===== config.mk =====
export PLATFORM = sky130hd
export DESIGN_NAME = axis_packer
export DESIGN_NICKNAME = d
export VERILOG_FILES = /design/src/rtl/axis_pkg.sv /design/src/rtl/axis_out_reg.sv /design/src/rtl/axis_packer.sv
export SDC_FILE = /design/constraint.sdc
export NUM_CORES = 1
export LEC_CHECK = 0
export ABC_AREA = 1
export CORE_ASPECT_RATIO = 2
export CORE_MARGIN = 3
export CORE_UTILIZATION = 45
export CTS_CLUSTER_SIZE = 10
export DETAILED_ROUTE_END_ITERATION = 16
export PLACE_DENSITY = 0.68
export SLEW_MARGIN = 20
export SYNTH_ARGS = -nofsm -noshare
export SYNTH_HDL_FRONTEND = slang
export SYNTH_SLANG_ARGS = --single-unit

===== constraint.sdc =====
create_clock -name clk -period 2.4 [get_ports clk]
set_input_delay 0.36 -clock clk [delete_from_list [all_inputs] [get_ports clk]]
set_output_delay 0.36 -clock clk [all_outputs]
set_load 0.03 [all_outputs]

===== src/rtl/axis_pkg.sv =====
// Shared definitions for the axis_packer width up-converter.
//   AXIS_WIDTH / AXIS_RATIO : default narrow beat width and beats per wide word
//   lane_bits()             : width of the lane index for a given ratio
//   axis_word_t             : wide word payload {data, keep, last}, used by both
//                             the accumulator and the output register
package axis_pkg;

  localparam int unsigned AXIS_WIDTH = 4;
  localparam int unsigned AXIS_RATIO = 4;

  function automatic int unsigned lane_bits(input int unsigned r);
    return (r < 2) ? 1 : $clog2(r);
  endfunction

  typedef struct packed {
    logic [AXIS_WIDTH*AXIS_RATIO-1:0] data;
    logic [AXIS_RATIO-1:0]            keep;
    logic                             last;
  } axis_word_t;

endpackage


===== src/rtl/axis_out_reg.sv =====
// One-entry valid/ready register slice holding a packed wide word.
//   clk, rst     : clock, asynchronous active-low reset
//   load         : capture load_word and present it (overrides take)
//   load_word    : payload to capture
//   down_ready   : sink takes the held word this cycle
//   down_valid   : a word is held on the output
//   free         : slot can accept a load this cycle (empty or being taken)
//   word         : held payload, stable while down_valid && !down_ready
module axis_out_reg
  import axis_pkg::*;
(
  input  logic       clk,
  input  logic       rst,
  input  logic       load,
  input  axis_word_t load_word,
  input  logic       down_ready,
  output logic       down_valid,
  output logic       free,
  output axis_word_t word
);

  always_ff @(posedge clk or negedge rst) begin
    if (!rst) begin
      down_valid <= 1'b0;
      word       <= '0;
    end else if (load) begin
      down_valid <= 1'b1;
      word       <= load_word;
    end else if (down_ready) begin
      down_valid <= 1'b0;
    end
  end

  assign free = !down_valid || down_ready;

endmodule


===== src/rtl/axis_packer.sv =====
// Stream width up-converter: packs `ratio` narrow beats into one wide word.
// An upstream last flushes a partial word; unwritten lanes carry data 0, keep 0.
//   clk, rst                   : clock, asynchronous active-low reset
//   up_valid/up_ready/up_data  : narrow input stream, up_last closes a packet
//   down_valid/down_ready      : wide output stream
//   down_data                  : packed word, lane 0 (first beat) in the LSBs
//   down_keep                  : per-lane valid mask
//   down_last                  : word closes a packet
module axis_packer
  import axis_pkg::*;
#(
  parameter int unsigned width = AXIS_WIDTH,
  parameter int unsigned ratio = AXIS_RATIO
) (
  input  logic                   clk,
  input  logic                   rst,
  input  logic                   up_valid,
  output logic                   up_ready,
  input  logic [width-1:0]       up_data,
  input  logic                   up_last,
  output logic                   down_valid,
  input  logic                   down_ready,
  output logic [width*ratio-1:0] down_data,
  output logic [ratio-1:0]       down_keep,
  output logic                   down_last
);

  localparam int unsigned LW = lane_bits(ratio);

  // The shared payload struct is sized from the package geometry.
  if (width != AXIS_WIDTH || ratio != AXIS_RATIO) begin : g_geom_check
    $error("axis_packer geometry must match axis_pkg AXIS_WIDTH/AXIS_RATIO");
  end

  logic [LW-1:0] lane;
  logic          acc_full;
  logic          run;
  axis_word_t    acc;
  axis_word_t    acc_wr;
  axis_word_t    out_word;
  logic          up_fire;
  logic          word_done;
  logic          out_free;
  logic          load;

  // up_ready comes only from flops; run rises on the first edge after reset.
  assign up_ready  = run && !acc_full;
  assign up_fire   = up_valid && up_ready;
  assign word_done = up_fire && ((lane == LW'(ratio - 1)) || up_last);
  // A waiting word (acc_full) never coincides with an upstream beat, so the
  // same payload path serves both the direct hand-off and the deferred one.
  assign load      = out_free && (word_done || acc_full);

  always_comb begin
    acc_wr = acc;
    if (up_fire) begin
      for (int unsigned i = 0; i < ratio; i++) begin
        if (lane == LW'(i)) begin
          acc_wr.data[i*width +: width] = up_data;
          acc_wr.keep[i]                = 1'b1;
        end
      end
      acc_wr.last = up_last;
    end
  end

  always_ff @(posedge clk or negedge rst) begin
    if (!rst) begin
      run      <= 1'b0;
      lane     <= '0;
      acc_full <= 1'b0;
      acc      <= '0;
    end else begin
      run <= 1'b1;
      if (up_fire) begin
        lane <= word_done ? '0 : lane + LW'(1);
      end
      acc <= load ? '0 : acc_wr;
      if (word_done && !out_free) begin
        acc_full <= 1'b1;
      end else if (acc_full && out_free) begin
        acc_full <= 1'b0;
      end
    end
  end

  axis_out_reg u_out_reg (
    .clk        (clk),
    .rst        (rst),
    .load       (load),
    .load_word  (acc_wr),
    .down_ready (down_ready),
    .down_valid (down_valid),
    .free       (out_free),
    .word       (out_word)
  );

  assign down_data = out_word.data;
  assign down_keep = out_word.keep;
  assign down_last = out_word.last;

endmodule

Word level (Yosys, flattened, before mapping)
Cells that the tools add are included.

word-level totals
  flip-flop bits (word level) = 47
  output and inout port bits = 23

operators by class
  add/subtract/negate cells = 1
  eq/ne operators = 3
  multiplexer cells = 15
  reduce and logical (&&, ||, !) cells = 15

operator list
  cell                                                  number
  two-way mux 21 bit                                    2
  two-way mux 4 bit                                     4
  two-way mux 1 bit                                     8
  logical AND 1 bit                                     6
  equality test 2 bit (second input constant)           2
  nonzero test 2 bit                                    2
  logical NOT 1 bit                                     3
  logical OR 1 bit                                      3
  adder 2 x 1 -> 2 bit (second input constant)          1
  equality test 2 x 1 -> 1 bit (second input constant)  1
  logical NOT 2 bit                                     1
  two-way mux 2 bit                                     1

Depth between registers and ports, before layout
Gate-level depths: netlist (run 1).

  word-level depth = 7
  gate-level depth with buffers = 10
  gate-level depth less buffers = 9

Hierarchy
Synthesis (run 1) repeated with hierarchy kept, for this count alone.

unflattened totals
  cells, all modules = 303
  area, all modules = 2516.2 µm²

modules (own cells, without submodules)
  module        cells each  area an instance (µm²)  instances
  axis_packer   210         1471.4                  1
  axis_out_reg  93          1044.8                  1

Worst setup path before layout (run 1)
Ideal clock, no wire load.

  path type = flip-flop to flip-flop
  start point = register lane[0]
  end point = register u_out_reg.word[10] in the netlist's numbering
  cell stages (with the launch flop) = 10
  path slack = 0.938 ns
  arrival time = 1.396 ns
  path buffers = 1
  cell sequence = dfrtp_1 -> ha_1 -> inv_2 -> nand2_1 -> nand3_1 -> nand2_2 -> nand2_2 -> clkbuf_1 -> nand2_1 -> nand2_1

between the ends
  longest elaborated chain between the ends = 5
  elaborated cells between the ends (all ways) = 8

ends and longest elaborated chain
  what                    line                RTL
  start, declared         axis_packer.sv:35   logic [LW-1:0] lane;
  start signal, assigned  axis_packer.sv:76   lane <= word_done ? '0 : lane + LW'(1);
  equality test 2 bit     axis_packer.sv:49   assign word_done = up_fire && ((lane == LW'(ratio - 1)) || up_last);
  logical OR 1 bit        axis_packer.sv:49
  logical AND 1 bit       axis_packer.sv:49
  logical OR 1 bit        axis_packer.sv:52   assign load = out_free && (word_done || acc_full);
  logical AND 1 bit       axis_packer.sv:52
  end signal, assigned    axis_out_reg.sv:28  word <= load_word;
  end, declared           axis_out_reg.sv:19  output axis_word_t word

Parallel ways exist; a longest one is shown, timed or not.
A chain may end at the register's enable or synchronous reset.

Worst setup path after layout (run 1)
  start point = register acc_full
  end point = output port up_ready

between the ends
  longest elaborated chain between the ends = 2

ends and longest elaborated chain
  what                    line               RTL
  start, declared         axis_packer.sv:36  logic acc_full;
  start signal, assigned  axis_packer.sv:71  acc_full <= 1'b0;
  start signal, assigned  axis_packer.sv:80  acc_full <= 1'b1;
  start signal, assigned  axis_packer.sv:82  acc_full <= 1'b0;
  logical NOT 1 bit       axis_packer.sv:47  assign up_ready = run && !acc_full;
  logical AND 1 bit       axis_packer.sv:47
  end, declared           axis_packer.sv:18  output logic up_ready,

No other way between the ends.

==> results of run 1 <==
-- worst min-delay path by stage --
stage	from	to	slack, ns
after floorplan	rst	acc[0]	0.06
after global placement	rst	u_out_reg.word[12]	0.33
after detailed placement	rst	u_out_reg.word[12]	0.34
after CTS	rst	u_out_reg.word[12]	0.01
after global routing	rst	u_out_reg.word[12]	0.03
final	rst	u_out_reg.word[12]	0.005
-- layout make-up --
cell class                 instances  area share [%]
timing repair buffer              36            12.7
sequential                        47            43.5
multi-input combinational        211            32.9
tap                               57            2.64
inverter                          38            5.28
clock buffer                       7            2.82
clock inverter                     1           0.185
-- cell usage after synthesis, types with 2 or more instances --
cell type,n,area share [%]
nand2_2,2,0.55
ha_1,4,2.2
nand2_1,162,27
nand3_1,28,6.1
nor2_1,8,1.3
o21ai_0,2,0.44
clkbuf_1,3,0.49
buf_6,3,1.5
inv_2,3,0.49
dfrtp_1,47,52
buf_2,6,1.3
inv_1,35,5.8
-- cells by family (layout without fill, tap and decap cells) --
logic type | count (synthesis) | count (layout) | share of synthesized area (%)
AO/OA/AOI/OAI | 3 | 3 | 0.767
flip-flops | 47 | 47 | 51.5
adder cells (fa/ha/maj) | 4 | 4 | 2.19
buffers and inverters | 50 | 82 | 9.53
other | 1 | 1 | 0.164
AND/OR/NAND/NOR | 203 | 203 | 35.8
-- metrics by stage --
stage	hold WS, ns	util [%]	worst slack, ns	instances	cell area [um2]
2_1_floorplan	0.0644	-	0.938	308	2280
6_report	0.00486	55.1	0.468	397	2700
3_5_place_dp	0.337	53.4	0.467	389	2620
5_1_grt	0.0334	55.1	0.341	397	2700
4_1_cts	0.0130	55.1	0.437	397	2700
3_3_place_gp	0.335	53.4	0.523	389	2620
-- layout by cell type, fill, tap and decap left out --
cell type | Yosys | final
buf_2 | 6 | 1
clkinv_2 | 0 | 1
ha_1 | 4 | 4
buf_4 | 0 | 5
a21boi_0 | 1 | 1
nor2_1 | 8 | 8
nand2_2 | 2 | 2
clkbuf_1 | 3 | 2
o21ai_0 | 2 | 2
conb_1 | 1 | 1
nand2_1 | 162 | 162
dfrtp_1 | 47 | 47
nand3_2 | 1 | 1
inv_2 | 3 | 3
nand3_1 | 28 | 28
clkdlybuf4s50_1 | 0 | 30
nor2_4 | 1 | 1
clkbuf_8 | 0 | 5
inv_1 | 35 | 35
nand4_1 | 1 | 1
-- critical path, stage by stage (launching register included) --
cell             delay [ns]
dfrtp_1                0.42
nor2_4                 0.18
clkdlybuf4s50_1        0.69
-- per-layer routing --
layer | vias up | part of all wire [%]
met2 | 38 | 53
li1 | 972 | -
met4 | 0 | 1.9
met1 | 844 | 42
met5 | - | 0
met3 | 6 | 3.4
-- registers in the layout, indices dropped and copies added (netlist names) --
signal                flops
u_out_reg.word           21
acc                      21
lane                      2
acc_full                  1
run                       1
u_out_reg.down_valid      1
-- power groups by stage --
stage                     logic, uW  registers (uW)  clock network (uW)
final                           878            1070                 446
after global placement          873            1080                   0
after CTS                       889            1070                 474
after floorplan                 366            1270                   0
after global routing            983            1090                 493
after detailed placement        888            1080                   0
==> flow_metrics.py, run 1 <==
metrics = {
    "clock_tree": {
        "clockBufferDepth": 2,
        "cts_hold_buffers": 0,
        "clk_pin_slew_ns": 0.08,
        "cts.repair.resized": 0,
        "postCtsSetupBuffers": 0,
        "root_buffer": "clkbuf_8",
        "cts_tree": "yes",
        "clock-sinks": 47,
        "htree_levels": 2,
        "cts_made_buffers": 5,
        "clkLatencyLatePin_ns": 0.29,
    },
    "grt": {
        "grt_pass1_vias": 1836,
        "use_met1_pct": 21.2,
        "grt_use_met3_pct": 2.77,
        "antenna_found_initial": 0,
        "grt_max_degree": 29,
        "grt-ovfl-total": 0,
        "grt_pass1_wl_mm": 8.53,
        "grt.busiest_layer": "met2",
        "grtUsageTotal_pct": 18.1,
        "gr-usage-met2_pct": 32.4,
    },
    "critical_path": {
        "worst_setup_path_end_kind": "primary output",
        "critPathCapture": "up_ready",
        "reg2reg_to": "u_out_reg.word[16]",
        "reg2reg_from": "lane[0]",
        "cp.arrival_ns": 1.57,
        "critPathKind": "flop to primary output",
        "rrSetupSlack_ns": 0.56,
        "cp_max_fo": 6,
        "crit_required_ns": 2.04,
        "cp-start-kind": "flop",
        "reg2reg_depth": 9,
        "startpoint": "acc_full",
    },
    "synthesis": {
        "syn_avg_cell_area_um2": 7.41,
        "ys_async_sr_fraction_pct": 100,
        "yosysWarnings": 0,
        "ys.flop_type": "dfrtp_1",
        "ys_ff_latch": 47,
        "synth-seq-area-share_pct": 51.5,
        "syn_area_mm2": 0.00228,
        "syn_nets": 321,
        "syn-instance-count": 308,
        "synth_cell_types": 17,
        "synth_edf_count": 0,
    },
    "pwr": {
        "intPower_uw": 1510,
        "p_clk_share_pct": 18.7,
        "switching_power_uw": 881,
        "p_leak_uw": 0.00160,
        "power.density_mw_per_mm2": 884,
        "peakVddDrop_v": 0.000631,
        "comb_power_share_pct": 36.7,
        "power_uw": 2390,
        "switching_share_pct": 36.8,
        "p_seq_share_pct": 44.6,
    },
    "detailed_routing": {
        "wire_per_inst_um": 12.1,
        "drc_errors": 0,
        "drtAntennaViolNets": 0,
        "num_vias": 1860,
        "drt_iter0_drc": 27,
        "detail_route.vias_per_cell": 4.69,
        "dr.pass1.iters": 4,
        "routed_wl_mm": 4.79,
    },
    "die": {
        "coreArea_mm2": 0.00491,
        "die_w_um": 56.4,
        "die_area_mm2": 0.00602,
        "placementRows": 36,
        "start_util_pct": 46.5,
        "io_pins": 32,
        "dieHeight_um": 107,
    },
    "sta": {
        "timing.setup.tns_ns": 0,
        "fin_skew_ns": 0.00905,
        "period_share_pct": 80.5,
        "min_period_ns": 1.93,
        "setup_viol": 0,
        "timing.fmax_ghz": 0.517,
        "slew_violations": 0,
        "hold_viol_final": 0,
        "rsz0062_at_grt": "false",
    },
    "final_layout": {
        "fillers": 480,
        "multi_input_area_um2": 890,
        "drive_gt1_share_pct": 5.59,
        "antenna_cells": 0,
        "seqCellArea_mm2": 0.00118,
        "nNetsFinal": 352,
        "area_delta_synth_final_pct": 18.4,
    },
    "place": {
        "routabilityCongestion": 0.817,
        "port_buffers": 31,
        "dpl.hpwl_mm": 3.50,
    },
    "outcome": {
        "outcome": "finished, final reports clean",
    },
    "flow_run": {
        "drv_cap": 0,
    },
    "min_path": {
        "worstHoldPathType": "primary input to async pin",
    },
}
No activity file was read; power rests on OpenSTA's default activity.
==> inputs of run 2 (changes only) <==
- clock period: 2.4 -> 1.8 ns (I/O delays scaled with it)
==> run 2 against run 1 <==
Global-route usage up 0.62 points. Worst hold slack better by 0.031 ns. Die area unchanged. Critical path depth down 1. Largest cell class unchanged. Critical path type unchanged. Clock skew down 0.00094 ns. Cell count up 1.0%. Flip-flop and latch count unchanged.
==> flow_metrics.py, run 2 (synthesis gave the netlist of run 1 again) <==
metrics = {
    "outcome": {
        "outcome": "finished, final reports clean",
    },
    "detailed_routing": {
        "drt_iter0_drc": 42,
        "wl_met3_um": 175,
        "num_vias": 1901,
        "drtAntennaViolNets": 0,
        "detail_route.vias_per_cell": 4.74,
        "wire_per_inst_um": 12.3,
        "dr.pass1.iters": 4,
        "wl_met2_mm": 2.63,
        "drt-met1-wl_mm": 2.03,
        "highest_layer": "met4",
        "drc_errors": 0,
        "routed_wl_mm": 4.95,
    },
    "sta": {
        "timing.setup.tns_ns": 0,
        "hold_viol_final": 0,
        "timing.fmax_ghz": 0.613,
        "worstMarginPinSlew_ns": 0.602,
        "maxSlewHeadroom_pct": 59.9,
        "setup_viol": 0,
        "period_share_pct": 90.6,
        "fin_skew_ns": 0.00812,
        "slew_violations": 0,
        "min_period_ns": 1.63,
        "rsz0062_at_grt": "false",
    },
    "critical_path": {
        "path_cells": "clkdlybuf4s50_1",
        "cp.arrival_ns": 1.36,
        "crit_required_ns": 1.53,
        "cp_max_fo": 2,
        "cp_top_family": "buffers and inverters",
        "cp-start-kind": "flop",
        "cp_slowest_cell": "clkdlybuf4s50_1",
        "critPathBufInv": 1,
        "worst_setup_path_end_kind": "primary output",
        "critPathKind": "flop to primary output",
        "max_stage_delay_ns": 0.68,
    },
    "pwr": {
        "p_leak_uw": 0.00163,
        "peakVddDrop_v": 0.000692,
        "power.density_mw_per_mm2": 1180,
        "power_uw": 3230,
    },
    "clock_tree": {
        "clk_pin_slew_ns": 0.09,
        "root_buffer": "clkbuf_8",
        "htree_levels": 2,
        "cts.repair.resized": 1,
        "cts_hold_buffers": 0,
        "cts_made_buffers": 5,
        "clkLatencyLatePin_ns": 0.31,
        "cts_tree": "yes",
        "clock-sinks": 47,
        "postCtsSetupBuffers": 0,
        "clockBufferDepth": 2,
    },
    "die": {
        "start_util_pct": 46.5,
        "dieHeight_um": 107,
        "coreArea_mm2": 0.00491,
        "placementRows": 36,
        "die_area_mm2": 0.00602,
        "io_pins": 32,
        "die_w_um": 56.4,
    },
    "grt": {
        "grt-ovfl-total": 0,
        "grt_pass1_vias": 1850,
        "antenna_found_initial": 0,
        "grt_pass1_wl_mm": 8.60,
        "grt_max_degree": 48,
        "grtUsageTotal_pct": 18.7,
    },
    "final_layout": {
        "drive_gt1_share_pct": 6.69,
        "antenna_cells": 0,
        "nNetsFinal": 356,
        "multi_input_area_um2": 890,
        "area_delta_synth_final_pct": 20.2,
        "top_regs": "acc (21), u_out_reg.word (21), lane (2)",
        "layout.cells.most_common": "nand2_1",
        "fillers": 470,
        "layout_common_cells": "nand2_1, dfrtp_1, inv_1",
        "seqCellArea_mm2": 0.00118,
        "final_util_pct": 55.9,
        "post-route-cell-area_mm2": 0.00275,
        "finalNonFillerCells": 401,
    },
    "place": {
        "dpl.hpwl_mm": 3.49,
        "placed_cell_area_mm2": 0.00267,
        "routabilityCongestion": 0.772,
        "placed_cells": 393,
        "port_buffers": 31,
    },
    "min_path": {
        "worstHoldPathType": "primary input to async pin",
    },
    "flow_run": {
        "drv_cap": 0,
    },
}
==> run 2: changes by cell type in the layout (fill, tap and decap cells not counted) <==
cell,change
buf_12,+1
buf_4,+3
clkdlybuf4s50_1,-1
dlygate4sd2_1,+1
==> run 2: through the flow <==
step	setup slack [ns]	hold slack [ns]
2_1_floorplan	0.338	-0.0256
3_3_place_gp	0.197	0.400
3_5_place_dp	0.175	0.402
4_1_cts	0.146	0.0633
5_1_grt	0.0277	0.0902
6_report	0.169	0.0354
==> run 2: path summary, 6_finish.rpt <==
path	start	endpoint	slack (ns)	depth (start not counted)
setup / recovery	u_out_reg.word[9]	down_data[4]	0.17	1
hold / removal	rst	u_out_reg.word[11]	0.04	2
setup reg to reg	lane[0]	u_out_reg.word[3]	0.17	9
hold reg to reg	u_out_reg.word[15]	u_out_reg.word[15]	0.48	2
max in group asynchronous	rst	acc[2]	1.34	2
min in group clk	u_out_reg.word[15]	u_out_reg.word[15]	0.48	2
==> run 2: metal layers <==
metal	global-route usage, %	vias to the layer above
met2	32.9	34
met5	0	-
li1	-	981
met1	21.5	878
met3	3.98	8
met4	8.15	0
==> run 2: worst reg2reg max path, delay by kind of cell, from the launching register on <==
kind                     cells  cell delay [ns]
flip-flops                   1             0.41
buffers and inverters        2             0.36
AND/OR/NAND/NOR              6             0.50
adder cells (fa/ha/maj)      1             0.30
==> run 2: cell type report <==
cell class                      instances  share of cell area, %
Clock buffer                            7                   2.78
Clock inverter                          1                  0.182
Inverter                               38                   5.20
Multi-Input combinational cell        211                   32.4
Sequential cell                        47                   42.8
Tap cell                               57                   2.60
Timing Repair Buffer                   40                   14.0
==> run 2: power breakdown <==
group | switching, uW | leakage (uW) | internal [uW]
Sequential | 123 | 0.000625 | 1290
Clock | 355 | 0.0000422 | 273
Combinational | 726 | 0.000959 | 459
Total | 1200 | 0.00163 | 2030
